===== src/rtl/pipe_pkg.sv =====
// Shared pipeline definitions: stage state encoding, RISC-V NOP bubble
// constant and the state-to-occupancy mapping.
package pipe_pkg;

  typedef enum logic [1:0] {
    EMPTY = 2'd0,
    BUSY  = 2'd1,
    FULL  = 2'd2
  } state_e;

  // addi x0, x0, 0 -- the canonical RV32 NOP used to fill empty slots
  localparam logic [31:0] RV_NOP = 32'h0000_0013;

  function automatic logic [1:0] occ_of(input state_e s);
    logic [1:0] occ;
    case (s)
      BUSY:    occ = 2'd1;
      FULL:    occ = 2'd2;
      default: occ = 2'd0;
    endcase
    return occ;
  endfunction

endpackage


===== src/rtl/pipe_skid_reg.sv =====
// Two-entry skid pipeline register. The main slot drives out_data, the skid
// slot catches the payload that arrives in the cycle downstream stalls, so
// in_ready can be a flop with no combinational dependence on out_ready.
module pipe_skid_reg
  import pipe_pkg::*;
#(
  parameter int                DATA_W     = 96,
  parameter logic [DATA_W-1:0] BUBBLE_VAL = '0
) (
  input  logic              clk,
  input  logic              rst,
  input  logic              in_valid,
  output logic              in_ready,
  input  logic [DATA_W-1:0] in_data,
  output logic              out_valid,
  input  logic              out_ready,
  output logic [DATA_W-1:0] out_data,
  input  logic              flush,
  output logic [1:0]        occupancy
);

  state_e            state_q, state_d;
  logic [DATA_W-1:0] main_q, main_d;
  logic [DATA_W-1:0] skid_q, skid_d;
  logic              in_ready_q, in_ready_d;
  logic              in_fire, out_fire;

  // Handshakes, bubble masking and occupancy derived from the current state
  always_comb begin
    out_valid = (state_q != EMPTY);
    in_ready  = in_ready_q;
    in_fire   = in_valid && in_ready_q;
    out_fire  = out_valid && out_ready;
    out_data  = out_valid ? main_q : BUBBLE_VAL;
    occupancy = occ_of(state_q);
  end

  // Next-state and slot updates; flush overrides everything and kills both
  // slots (a head consumed in the same cycle has already left via out_fire)
  always_comb begin
    state_d = state_q;
    main_d  = main_q;
    skid_d  = skid_q;
    if (flush) begin
      state_d = EMPTY;
    end else begin
      case (state_q)
        EMPTY: begin
          if (in_fire) begin
            main_d  = in_data;
            state_d = BUSY;
          end
        end
        BUSY: begin
          if (in_fire && out_fire) begin
            main_d = in_data;
          end else if (in_fire) begin
            skid_d  = in_data;
            state_d = FULL;
          end else if (out_fire) begin
            state_d = EMPTY;
          end
        end
        FULL: begin
          if (out_fire) begin
            main_d  = skid_q;
            state_d = BUSY;
          end
        end
        default: state_d = EMPTY;
      endcase
    end
    // Ready is registered from the next state, never from out_ready directly
    in_ready_d = (state_d != FULL);
  end

  // State, ready and payload registers; reset drops ready until first edge
  always_ff @(posedge clk or posedge rst) begin
    if (rst) begin
      state_q    <= EMPTY;
      in_ready_q <= 1'b0;
      main_q     <= BUBBLE_VAL;
      skid_q     <= BUBBLE_VAL;
    end else begin
      state_q    <= state_d;
      in_ready_q <= in_ready_d;
      main_q     <= main_d;
      skid_q     <= skid_d;
    end
  end

endmodule


===== config.mk =====
export PLATFORM = sky130hd
export DESIGN_NAME = pipe_skid_reg
export DESIGN_NICKNAME = d
export VERILOG_FILES = /design/src/rtl/pipe_pkg.sv /design/src/rtl/pipe_skid_reg.sv
export SDC_FILE = /design/constraint.sdc
export NUM_CORES = 1
export LEC_CHECK = 0
export CORE_ASPECT_RATIO = 0.7
export CORE_UTILIZATION = 54
export CTS_CLUSTER_DIAMETER = 30
export DETAILED_ROUTE_END_ITERATION = 6
export PLACE_DENSITY_LB_ADDON = 0.25
export SLEW_MARGIN = 20
export SYNTH_ARGS = -nofsm -noshare
export SYNTH_HDL_FRONTEND = slang
export SYNTH_SLANG_ARGS = --single-unit

===== constraint.sdc =====
create_clock -name clk -period 18.3 [get_ports clk]
set_input_delay 3.66 -clock clk [delete_from_list [all_inputs] [get_ports clk]]
set_output_delay 3.66 -clock clk [all_outputs]
set_load 0.05 [all_outputs]

==> flow_metrics.env <==
export IMPL_synth_top_family_by_area="multiplexers"
export IMPL_gp_congestion=0.818
export IMPL_nets=1019
export IMPL_avgSynthCellArea_um2=11.8
export IMPL_hold_viol=0
export IMPL_synthMuxAreaShare_pct=23.4
export IMPL_slowest_stage="clkdlybuf4s50_1"
export IMPL_pin_count=201
export IMPL_setup_viol=0
export IMPL_drt_initial_drc_count=287
export IMPL_clk_latency_ns=0.43
export IMPL_setup_tns_ns=0
export IMPL_rows=38
export IMPL_grt_pass1_vias=6397
export IMPL_grt_max_degree=124
export IMPL_syn_inst=744
export IMPL_final_common_cell="clkdlybuf4s50_1"
export IMPL_detailed_place_hpwl_um=12500
export IMPL_drc=0
export IMPL_cts_root_buf="clkbuf_16"
export IMPL_rsz0062_at_grt="no"
export IMPL_start_util_pct=55.9
export IMPL_grt_first_pass_wirelength_um=31600
export IMPL_drive_gt1_share_pct=15.3
export IMPL_drt_total_wl_um=19800
export IMPL_final_cell_mix="clkdlybuf4s50_1, dfrtp_1, nor2_1"
export IMPL_slew_violations=0
export IMPL_maxSlewHeadroom_pct=27.2
export IMPL_synth_simple_area_share_pct=11.7
export IMPL_cts_buffers=17
export IMPL_clock_path_buffers=2
export IMPL_synth_xor_area_share_pct=0.100
export IMPL_cp_start_kind="flip-flop"
export IMPL_crit_buf_inv=2
export IMPL_synthAdderAreaFrac_pct=0
export IMPL_stdcell_area_um2=11500
export IMPL_cts_setup_buffers=0
export IMPL_fmax_ghz=0.147
export IMPL_tightest_slew_ns=1.09
export IMPL_drtPass1Iterations=4
export IMPL_synth_area_um2=8740
export IMPL_slowest_delay_ns=0.81
export IMPL_path_max_fanout=58
export IMPL_cpLargestDelayFamily="buffers and inverters"
export IMPL_clk_pin_slew_ns=0.06
export IMPL_drv_cap=0
export IMPL_synth_seq_cells=195
export IMPL_cts_resized=0
export IMPL_status="completed"
export IMPL_crit_chain="or2_2 > buf_4 > and2_1 > clkdlybuf4s50_1"
export IMPL_placedInstanceArea_um2=10800
export IMPL_synth_compound_area_share_pct=5.82
export IMPL_end_kind="output pin"
export IMPL_htreeDepth=4
export IMPL_drt_wirelength_per_cell_um=17.5
export IMPL_antenna_found_initial=0
export IMPL_critPathKind="reg -> out"
export IMPL_ant_nets=0
export IMPL_hp_class="reg -> reg"
export IMPL_critical_path_arrival_ns=3.14
export IMPL_synth_distinct_cells=23
export IMPL_min_period_ns=6.80
export IMPL_synth_warnings=0
export IMPL_peakVddDrop_mv=0.0822
export IMPL_crit_required_ns=14.64
export IMPL_p_leak_uw=0.00468
export IMPL_die_area_um2=16700
export IMPL_syn2layout_area_growth_pct=31.4
export IMPL_hold_buffers=0
export IMPL_viasPerCell=5.44
export IMPL_grt_usage_pct=24.5
export IMPL_synth_nets=845
export IMPL_grt_overflow=0
export IMPL_ys_seq_area_share_pct=55.8
export IMPL_antenna_cells=0
export IMPL_cts_sinks=195
export IMPL_powerDensity_nw_per_um2=118
export IMPL_tritoncts="built"
export IMPL_coreArea_um2=15600
export IMPL_skew_ns=0.0112
export IMPL_die_w_um=154
export IMPL_vias=6154
export IMPL_die_height_um=108
export IMPL_timing_final_crit_share_pct=37.2
export IMPL_portBuffers=200
## metal layers
layer	wire, um	track usage [%]	vias to the layer above
met2	9490	40.4	164
li1	-	-	2881
met3	932	6.57	25
met1	8980	31.7	3084
met4	348	8.00	0
met5	0	0	-
## final timing paths
check	from	to	slack, ns	depth (start not counted)
max in group asynchronous	rst	skid_q[39]	12.98	3
max	state_q[1]	out_data[68]	11.50	4
max reg2reg	state_q[1]	main_q[60]	15.55	6
min reg2reg	skid_q[63]	skid_q[63]	0.51	1
min in group asynchronous	rst	main_q[32]	3.77	2
min	skid_q[63]	skid_q[63]	0.51	1
## state kept, by name (all words and copies together), names as in the netlist
| signal | flops |
|---|---|
| skid_q | 96 |
| main_q | 96 |
| in_ready | 1 |
| state_q | 2 |
## where the power goes
group          switching (uW)  leakage [uW]  internal, uW
clock                     162      0.000333           264
combinational             189       0.00207           152
sequential               54.7       0.00227           538
total                     405       0.00468           953
## stage by stage
stage | util (%) | worst slack (ns) | hold slack [ns] | total power, uW | cells
2_1_floorplan | - | 9.33 | 0.479 | 821 | 744
3_3_place_gp | 69.1 | 11.89 | 0.486 | 918 | 1099
3_5_place_dp | 69.1 | 11.72 | 0.494 | 940 | 1099
4_1_cts | 73.5 | 11.48 | 0.509 | 1370 | 1131
5_1_grt | 73.5 | 11.30 | 0.518 | 1420 | 1131
6_report | 73.5 | 11.50 | 0.506 | 1360 | 1131
## cell families after synthesis
logic type,Yosys count
and+or+nand+nor,202
xor gates and xnor gates,1
buffers and inverters,55
DFF,195
muxes,192
AOI/OAI and AO/OA,99
## final cells by class
class                   instances  area, um^2
multi-input cells             494        3610
flip-flops and latches        195        4880
clock inverters                13         229
clock buffers                  19         453
repair buffers                207        2060
well taps                     200         250
fillers                      1069        4150
inverters                       3        18.8
## synth_stat cells
library cell | number | share of area [%]
dfrtp_1 | 195 | 56
nor2_1 | 98 | 4.2
a21oi_1 | 96 | 5.5
and2_1 | 96 | 6.9
mux2_2 | 96 | 12
mux2i_1 | 96 | 11
buf_2 | 31 | 1.8
clkbuf_1 | 15 | 0.64
buf_6 | 4 | 0.52
buf_4 | 2 | 0.17
inv_1 | 2 | 0.086
nand2_1 | 2 | 0.086
a22oi_1 | 1 | 0.086
and2b_1 | 1 | 0.086
inv_2 | 1 | 0.043
nand4bb_1 | 1 | 0.13
nor2_2 | 1 | 0.072
nor2b_1 | 1 | 0.072
nor2b_2 | 1 | 0.10
o21ai_0 | 1 | 0.057
o41ai_2 | 1 | 0.19
or2_2 | 1 | 0.072
xnor2_1 | 1 | 0.10
No activity file was read; power rests on OpenSTA's default activity.
